## src/rtl/alu_issue_ctrl.sv

```systemverilog
// -----------------------------------------------------------------------------
// alu_issue_ctrl
//
// Issue/capture stage wrapped around the combinational ALU (including its
// logical left-shift unit). One operation is accepted from the decode /
// register-read stage and its operands are held stable on the ALU inputs for
// SETTLE cycles. The result and flags are then captured into an output
// register and offered to the writeback stage.
//
// Ports:
//   clk, rst              clock (rising edge), asynchronous active-high reset
//   in_valid / in_ready   upstream handshake; in_ready is high only in IDLE
//   in_a, in_b, in_sel    operands and function select (sampled in IDLE only)
//   alu_a, alu_b, alu_sel registered operands/select driven into the ALU
//   alu_res, alu_carry    combinational ALU result and carry/borrow
//   out_valid / out_ready downstream handshake for the captured result
//   out_res, out_zero,    captured result, zero flag, captured carry
//   out_carry
//   busy                  high while an operation is in EXEC or HOLD
//   ops_done              saturating count of delivered results
// -----------------------------------------------------------------------------
module alu_issue_ctrl #(
   parameter int WIDTH  = 6,
   parameter int SEL_W  = 4,
   parameter int SETTLE = 2,
   parameter int CNT_W  = 8
) (
   input  logic             clk,
   input  logic             rst,
   input  logic             in_valid,
   output logic             in_ready,
   input  logic [WIDTH-1:0] in_a,
   input  logic [WIDTH-1:0] in_b,
   input  logic [SEL_W-1:0] in_sel,
   output logic [WIDTH-1:0] alu_a,
   output logic [WIDTH-1:0] alu_b,
   output logic [SEL_W-1:0] alu_sel,
   input  logic [WIDTH-1:0] alu_res,
   input  logic             alu_carry,
   output logic             out_valid,
   input  logic             out_ready,
   output logic [WIDTH-1:0] out_res,
   output logic             out_zero,
   output logic             out_carry,
   output logic             busy,
   output logic [CNT_W-1:0] ops_done
);

   // A zero settle time would capture before the ALU has seen the operands.
   generate
      if (SETTLE < 1 || SETTLE > 15) begin : g_bad_settle
         $error("alu_issue_ctrl: SETTLE must be in 1..15");
      end
   endgenerate

   localparam logic [1:0] ST_IDLE = 2'd0;
   localparam logic [1:0] ST_EXEC = 2'd1;
   localparam logic [1:0] ST_HOLD = 2'd2;

   // Counter is loaded with SETTLE-1 so EXEC spans exactly SETTLE cycles,
   // the last of which (count==0) is the capture edge.
   localparam logic [3:0] SETTLE_M1 = 4'(SETTLE - 1);

   logic [1:0] state_reg;
   logic [3:0] cnt_reg;

   // Decoded from the state register only: no combinational path from
   // in_valid or out_ready to either handshake output.
   assign in_ready = (state_reg == ST_IDLE);
   assign busy     = (state_reg != ST_IDLE);

   always_ff @(posedge clk or posedge rst) begin
      if (rst) begin
         state_reg <= ST_IDLE;
         cnt_reg   <= '0;
         alu_a     <= '0;
         alu_b     <= '0;
         alu_sel   <= '0;
         out_res   <= '0;
         out_zero  <= 1'b0;
         out_carry <= 1'b0;
         out_valid <= 1'b0;
         ops_done  <= '0;
      end else begin
         case (state_reg)
            ST_IDLE: begin
               // alu_* keep their previous values while idle.
               if (in_valid) begin
                  alu_a     <= in_a;
                  alu_b     <= in_b;
                  alu_sel   <= in_sel;
                  cnt_reg   <= SETTLE_M1;
                  state_reg <= ST_EXEC;
               end
            end
            ST_EXEC: begin
               if (cnt_reg != 4'd0) begin
                  cnt_reg <= cnt_reg - 4'd1;
               end else begin
                  out_res   <= alu_res;
                  out_zero  <= (alu_res == '0);
                  out_carry <= alu_carry;
                  out_valid <= 1'b1;
                  state_reg <= ST_HOLD;
               end
            end
            ST_HOLD: begin
               // Result register stays frozen until downstream takes it.
               if (out_valid && out_ready) begin
                  out_valid <= 1'b0;
                  if (ops_done != {CNT_W{1'b1}}) begin
                     ops_done <= ops_done + CNT_W'(1);
                  end
                  state_reg <= ST_IDLE;
               end
            end
            default: begin
               state_reg <= ST_IDLE;
            end
         endcase
      end
   end

endmodule

```

## config.mk

```make
export PLATFORM = sky130hd
export DESIGN_NAME = alu_issue_ctrl
export DESIGN_NICKNAME = d
export VERILOG_FILES = /design/src/rtl/alu_issue_ctrl.sv
export SDC_FILE = /design/constraint.sdc
export NUM_CORES = 1
export LEC_CHECK = 0
export CAP_MARGIN = 40
export CORE_AREA = 2 2 61 92
export DETAILED_ROUTE_END_ITERATION = 6
export DIE_AREA = 0 0 63 94
export PLACE_DENSITY_LB_ADDON = 0.05
export SLEW_MARGIN = 15
export SYNTH_ARGS = -nofsm -noshare
export SYNTH_HDL_FRONTEND = slang
export SYNTH_SLANG_ARGS = --single-unit
```

## constraint.sdc

```tcl
create_clock -name clk -period 1.85 [get_ports clk]
set_input_delay 0.185 -clock clk [delete_from_list [all_inputs] [get_ports clk]]
set_output_delay 0.185 -clock clk [all_outputs]
set_load 0.1 [all_outputs]
```

Yosys cells after proc, flatten, opt, wreduce, memory -nomap -nowiden. Cells that the tools add are included.

$add $sub $neg: 2. Equal/unequal tests: 7. Muxes and demuxes: 10. Bitwise logic cells: 1. Reduce and logical (&&, ||, !) cells: 13.

Operators by type and width (count): $reduce_and 3->1 (4); $add 8x1->8 const B (1); $mux 4 (2); $ne 2x2->1 const B (4); $ne 8x8->1 const B (1); $pmux 4 s2 (1); $logic_not 6->1 (1); $mux 2 (3); $pmux 2 s3 (1); $reduce_bool 2->1 (3); $reduce_and 2->1 (2); $reduce_bool 4->1 (1); $sub 4x1->4 const B (1); $eq 2x1->1 const B (1); $eq 2x2->1 const B (1); $logic_not 2->1 (1); $mux 1 (2); $pmux 1 s2 (1); $logic_and 1x1->1 (1); $not 1->1 (1).

Register bits: 39. Bits of input ports: 27. Output and inout port bits: 35. Word-level logic and storage cells: 43.

Logic depth before layout (Yosys ltp). Gate-level depths: netlist (run 1).

Word-level depth: 3. Depth in mapped cells: 6. Gate-level depth less buffers: 5.

Worst setup path after synthesis (run 1). No wires, ideal clock.

Path type: flip-flop to flip-flop. Start: register state_reg[1]. End: register alu_a[0]. Library setup time: 0.126 ns. Data arrival time: 2.104 ns. Data required time: 1.724 ns. Setup slack: -0.380 ns. Stages on the path, launching flop included: 6. Path buffers: 2. Period minus slack after synthesis: 2.230 ns. Cell sequence: dfrtp_1 nor2_2 and2_4 buf_6 buf_12 mux2_4.

Cells in the longest elaborated chain, start to end: 2.

Ends and longest elaborated chain: from (decl) (line 64) `logic [1:0] state_reg;`; from (signal assigned) (line 74) `state_reg <= ST_IDLE;`; from (signal assigned) (line 93) `state_reg <= ST_EXEC;`; from (signal assigned) (line 104) `state_reg <= ST_HOLD;`; $logic_not 2->1; net in_ready (line 31) `output logic in_ready,`; $reduce_and 2->1 (no source line); to (signal assigned) (line 89) `alu_a <= in_a;`; to (decl) (line 35) `output logic [WIDTH-1:0] alu_a,`.

The timed path passes the listed nets, and every way through them passes these cells. A chain may end at the register's enable or synchronous reset.

Final worst setup path (run 1).
Start: register cnt_reg[0]. End: register out_res[4].

Cells in the longest elaborated chain, start to end: 3.

Ends and longest elaborated chain: from (decl) (line 65) `logic [3:0] cnt_reg;`; from (signal assigned) (line 98) `cnt_reg <= cnt_reg - 4'd1;`; $reduce_bool 4->1 (line 97) `if (cnt_reg != 4'd0) begin`; $not 1->1 (no source line); $reduce_and 2->1 (no source line); to (signal assigned) (line 100) `out_res <= alu_res;`; to (decl) (line 42) `output logic [WIDTH-1:0] out_res,`.

Every way passes these cells.

==> impl_metrics.csv, run 1 <==
group,metric,value,unit
timing,clock_skew,0.0110,ns
clock_tree,clkSinkCount,39,
global_routing,gr-usage-met1,14.9,%
logic_synthesis,synth_top_area_share,55.9,%
detailed_routing,drtIter0Drc,48,
timing,worst-slew-pin-transition,0.559,ns
detailed_routing,final_antenna_net_count,0,
global_routing,top_usage_layer,"met2",
worst_setup_path,rrSetupSlack,0.13,ns
logic_synthesis,ys_seq_area_share,55.9,%
timing,grt_setup_unrepaired,"false",
detailed_routing,wl_per_cell,14.2,um
logic_synthesis,yosys_warnings,0,
logic_synthesis,synth_cell_types,35,
clock_tree,htree_levels,2,
global_routing,grt-ovfl-total,0,
clock_tree,ctsHoldBuffers,0,
worst_setup_path,cp.arrival,1.89,ns
min_path,hold_path_class,"in -> async",
worst_setup_path,cp_slowest_cell,"dfrtp_1",
global_routing,grt_use_total,13.3,%
timing,slew_headroom,62.7,%
worst_setup_path,path_cells,"inv_1, ha_1, nor3b_4, and3b_2, mux2_2",
logic_synthesis,synth.area.top_cells,"dfrtp_1, mux2_2, mux2_4, buf_6, a41oi_1",
logic_synthesis,synth_area,1750,um^2
global_routing,antenna_found_initial,0,
clock_tree,cts-buffers-inserted,5,
layout,largest_reg_flops,8,
die,start_util,34.4,%
clock_tree,clockBufferDepth,2,
timing,finalCritPeriodShare,93.1,%
layout,multi_input_area,721,um^2
clock_tree,clkTransAtPathRegs,0.08,ns
global_routing,grt_max_degree,18,
detailed_routing,vias_per_cell,4.82,
die,coreArea,5080,um^2
placement,dpl_worst_slack,-0.0571,ns
run,maxCapViolations,0,
worst_setup_path,required,2.02,ns
timing,clock.fmax,581,MHz
worst_setup_path,startpoint_type,"flop",
layout,final_layout_size_suffix_gt1_share,45.1,%
layout,nNetsFinal,223,
worst_setup_path,critPathMaxStageDelay,0.39,ns
die,fp-row-count,32,
die,io_pins,62,
clock_tree,clockRootBuffer,"clkbuf_8",
placement,hpwlAfterDp,2.83,mm
worst_setup_path,critical_path.startpoint,"cnt_reg[0]$_DFFE_PP0P_",
logic_synthesis,synth-async-reset-ratio,100,%
logic_synthesis,synth_edf_count,0,
timing,final-max-slew-violation-count,0,
layout,diodes,0,
layout,nFillCells,492,
logic_synthesis,synth_cells,126,
layout,synthToLayoutAreaGrowth,41.5,%
global_routing,grt_pass1_vias,1294,
logic_synthesis,yosys_register_bits,39,
clock_tree,cts_tree,"yes",
logic_synthesis,synth_area_leader_cell,"dfrtp_1",
logic_synthesis,syn-num-nets,155,
layout,regArea,992,um^2
detailed_routing,dr.pass1.iters,3,
die,die_w,63,um
run_status,status,"finished, final reports clean",
global_routing,grt_use_met3,3.12,%
clock_tree,clock_latency,0.29,ns
detailed_routing,routed_wl,3.74,mm
detailed_routing,drc,0,
global_routing,grt_pass1_wl,6.13,mm
worst_setup_path,crit_type,"reg -> reg",
placement,gp_congestion,0.745,
die,fp.dieH,94,um
timing,setup_viol,0,
placement,port_buffers,61,
timing,finalWorstSetupSlack,0.128,ns
die,dieArea,5920,um^2
worst_setup_path,endpoint_kind,"flop",
worst_setup_path,rr_startpoint,"cnt_reg[0]$_DFFE_PP0P_",
logic_synthesis,synth_flop_cell,"dfrtp_1",
timing,hold_violations,0,
global_routing,met2_usage,23.6,%
worst_setup_path,cp_max_fo,5,
timing,period_needed,1.72,ns
logic_synthesis,avgSynthCellArea,13.9,um^2
detailed_routing,vias,1267,
layout,top_register,"ops_done",
layout,final_core_util,48.6,%
==> synthesized netlist by cell type (3+ instances only) <==
cell type,number
buf_6,3
a21oi_1,5
mux2_2,19
a41oi_1,3
o21ai_0,5
dfrtp_1,39
inv_1,6
nor2b_1,3
mux2_4,9
==> cells in the final DEF, fill, tap and decap left out, drive strengths merged, types with 2 or more instances in the layout <==
master,synthesis,final
a21o,2,2
a21oi,5,5
a41oi,3,3
and3,2,2
and3b,1,2
buf,4,38
clkbuf,0,8
clkdlybuf4s50,0,26
dfrtp,39,39
ha,2,2
inv,6,6
mux2,28,28
nand2,2,2
nand4,2,2
nand4b,2,2
nor2,3,3
nor2b,3,3
o21ai,5,5
or4,2,2
==> repair_timing <==
action,CTS,global route
buffers inserted,0,1
setup endpoints to repair,8,8
resized for setup,1,2
cloned,0,1
==> routing by layer <==
layer	wire length, um	share of wire [%]	vias up
met2	2060	55	41
met1	1450	39	624
met3	167	4.5	6
met4	60	1.6	0
met5	0	0	-
li1	-	-	596
==> cells by family after synthesis <==
logic type               Yosys count  share of synthesized area (%)
XOR/XNOR                           1                          0.502
multiplexers                      28                           20.0
AO/OA/AOI/OAI                     20                           7.74
adder cells (fa/ha/maj)            2                           1.43
buffers and inverters             10                           4.37
flip-flops                        39                           55.9
AND/OR/NAND/NOR                   26                           10.1
==> through the flow <==
stage               area (um^2)  instances  TNS (ns)  hold slack [ns]
floorplan                  1770        126    -0.239            0.333
global placement           2360        253         0            0.493
detailed placement         2360        253    -0.376            0.496
CTS                        2450        261         0            0.296
global route               2470        263         0            0.308
finish                     2470        263         0            0.257
==> path summary, 6_finish.rpt <==
check                                     endpoint  depth (start not counted)
setup reg to reg            out_res[4]$_DFFE_PP0P_                          5
setup / recovery            out_res[4]$_DFFE_PP0P_                          5
hold reg to reg             out_res[5]$_DFFE_PP0P_                          1
min in group clk            out_res[5]$_DFFE_PP0P_                          1
max in group asynchronous     alu_b[2]$_DFFE_PP0P_                          3
hold / removal             ops_done[6]$_DFFE_PP0P_                          2
==> worst max-delay path, delay by kind of cell (launching register included) <==
family | cells | cell delay (ns)
muxes | 1 | 0.35
and+or+nand+nor | 2 | 0.59
adders and majority gates | 1 | 0.19
DFF | 1 | 0.39
buffers and inverters | 1 | 0.08
==> layout make-up <==
type / count / area share, %
Clock buffer: 8 / 3.24
Sequential cell: 39 / 40.2
Tap cell: 68 / 3.44
Timing Repair Buffer: 64 / 23.1
Inverter: 6 / 0.911
Multi-Input combinational cell: 78 / 29.2
Power of run 1 is left out: the tool's default activity adds up to more than one toggle a clock period on the data nets, which glitch-free logic cannot reach.
==> inputs of run 2 (changes only) <==
--- a/config.mk
+++ b/config.mk
@@ -7,6 +7,7 @@
 export LEC_CHECK = 0
 export CAP_MARGIN = 40
 export CORE_AREA = 2 2 61 92
+export CTS_BUF_LIST = sky130_fd_sc_hd__clkbuf_4
 export DETAILED_ROUTE_END_ITERATION = 6
 export DIE_AREA = 0 0 63 94
 export PLACE_DENSITY_LB_ADDON = 0.05
==> run 2 against run 1 <==
Critical path depth unchanged. Die area stayed put. Via count about the same. Sequential cell count unchanged. Highest routed layer unchanged. Routed wire length hardly changed. Critical path type unchanged. Worst setup slack got worse by 0.011 ns. Critical endpoint unchanged.
==> impl_metrics.csv, run 2 (synthesized netlist as in run 1, its figures left out) <==
group,metric,value,unit
run_status,status,"finished, final reports clean",
clock_tree,htree_levels,2,
layout,layout_common_cells,"buf_4, dfrtp_1, clkdlybuf4s50_1",
worst_setup_path,crit_type,"reg -> reg",
timing,grt_setup_unrepaired,"false",
timing,finalCritPeriodShare,93.7,%
die,fp-row-count,32,
clock_tree,cts-buffers-inserted,5,
run,maxCapViolations,0,
global_routing,grt_pass1_vias,1300,
layout,largest_reg_flops,8,
timing,clock_skew,0.0153,ns
timing,hold_violations,0,
layout,top_register,"ops_done",
timing,period_needed,1.73,ns
global_routing,grt_pass1_wl,6.11,mm
die,fp.dieH,94,um
timing,final-max-slew-violation-count,0,
layout,final_common_cell,"buf_4",
placement,port_buffers,61,
die,dieArea,5920,um^2
layout,multi_input_area,721,um^2
timing,fin_setup_tns,0,ns
clock_tree,clkTransAtPathRegs,0.12,ns
layout,nFillCells,496,
layout,synthToLayoutAreaGrowth,40.3,%
global_routing,grt_use_total,13.3,%
die,coreArea,5080,um^2
clock_tree,clock_latency,0.34,ns
detailed_routing,drc,0,
detailed_routing,drtIter0Drc,39,
worst_setup_path,required,2.07,ns
die,start_util,34.4,%
clock_tree,clkSinkCount,39,
clock_tree,cts_tree,"yes",
detailed_routing,final_antenna_net_count,0,
layout,nNetsFinal,223,
detailed_routing,vias,1268,
min_path,hold_path_class,"in -> async",
layout,diodes,0,
worst_setup_path,cp_max_fo,5,
layout,regArea,992,um^2
timing,worst-slew-pin-transition,0.559,ns
layout,final_layout_size_suffix_gt1_share,46.7,%
clock_tree,ctsHoldBuffers,0,
clock_tree,clockBufferDepth,2,
detailed_routing,dr.pass1.iters,4,
die,io_pins,62,
placement,gp_congestion,0.745,
clock_tree,clockRootBuffer,"clkbuf_4",
detailed_routing,wl_per_cell,14.2,um
timing,slew_headroom,62.7,%
global_routing,grt_max_degree,18,
layout,finish.instance_area,2450,um^2
die,die_w,63,um
timing,clock.fmax,577,MHz
worst_setup_path,startpoint_type,"flop",
timing,setup_viol,0,
placement,post_dp_cell_area,2360,um^2
placement,hpwlAfterDp,2.83,mm
timing,timing.hold.ws,0.198,ns
global_routing,grt-ovfl-total,0,
worst_setup_path,endpoint_kind,"flop",
global_routing,antenna_found_initial,0,
detailed_routing,vias_per_cell,4.82,
detailed_routing,routed_wl,3.74,mm
worst_setup_path,cp.arrival,1.96,ns
==> run 2: cell types whose count changed in the layout (fill, tap and decap cells not counted) <==
| cell | change |
|---|---|
| clkbuf_8 | -5 |
| clkbuf_4 | +8 |
| clkbuf_1 | -3 |
==> run 2: per-stage QoR <==
stage / util, % / std cells / setup slack (ns)
3_5_place_dp: 46.5 / 253 / -0.0571
6_report: 48.2 / 263 / 0.116
3_3_place_gp: 46.5 / 253 / 0.0556
2_1_floorplan: - / 126 / -0.0266
4_1_cts: 47.7 / 261 / 0.0687
5_1_grt: 48.2 / 263 / 0.0286
==> run 2: layout make-up <==
cell class	count	share of cell area (%)
well taps	68	3.47
repair buffers	64	23.3
inverters	6	0.919
clock buffers	8	2.45
multi-input cells	78	29.4
flip-flops and latches	39	40.5
==> run 2: worst paths after layout <==
check / from / to / slack [ns] / cells past startpoint
min: rst / ops_done[6]$_DFFE_PP0P_ / 0.20 / 2
min reg2reg: out_res[5]$_DFFE_PP0P_ / out_res[5]$_DFFE_PP0P_ / 0.52 / 1
min in group clk: in_b[1] / alu_b[1]$_DFFE_PP0P_ / 0.47 / 2
max: cnt_reg[0]$_DFFE_PP0P_ / out_res[4]$_DFFE_PP0P_ / 0.12 / 5
max in group asynchronous: rst / alu_b[2]$_DFFE_PP0P_ / 1.02 / 3
max reg2reg: cnt_reg[0]$_DFFE_PP0P_ / out_res[4]$_DFFE_PP0P_ / 0.12 / 5
==> run 2: per-layer routing <==
layer	part of all wire [%]	wire, um	global-route usage [%]	vias up
met3	4.9	185	3.12	4
met5	0	0	0	-
met2	56	2110	23.1	45
li1	-	-	-	597
met4	1.1	41	6.85	0
met1	38	1410	15.1	622
==> run 2: critical path, stage by stage, from the launching register on <==
cell	delay, ns
dfrtp_1	0.41
inv_1	0.09
ha_1	0.20
nor3b_4	0.28
and3b_2	0.31
mux2_2	0.35
==> run 2: what timing repair did <==
item                                    in CTS  in global routing
cloned                                       0                  1
buffers inserted                             0                  1
gates resized for setup                      1                  2
endpoints found under the setup margin       8                  8
Power of run 2 is left out for the same reason.
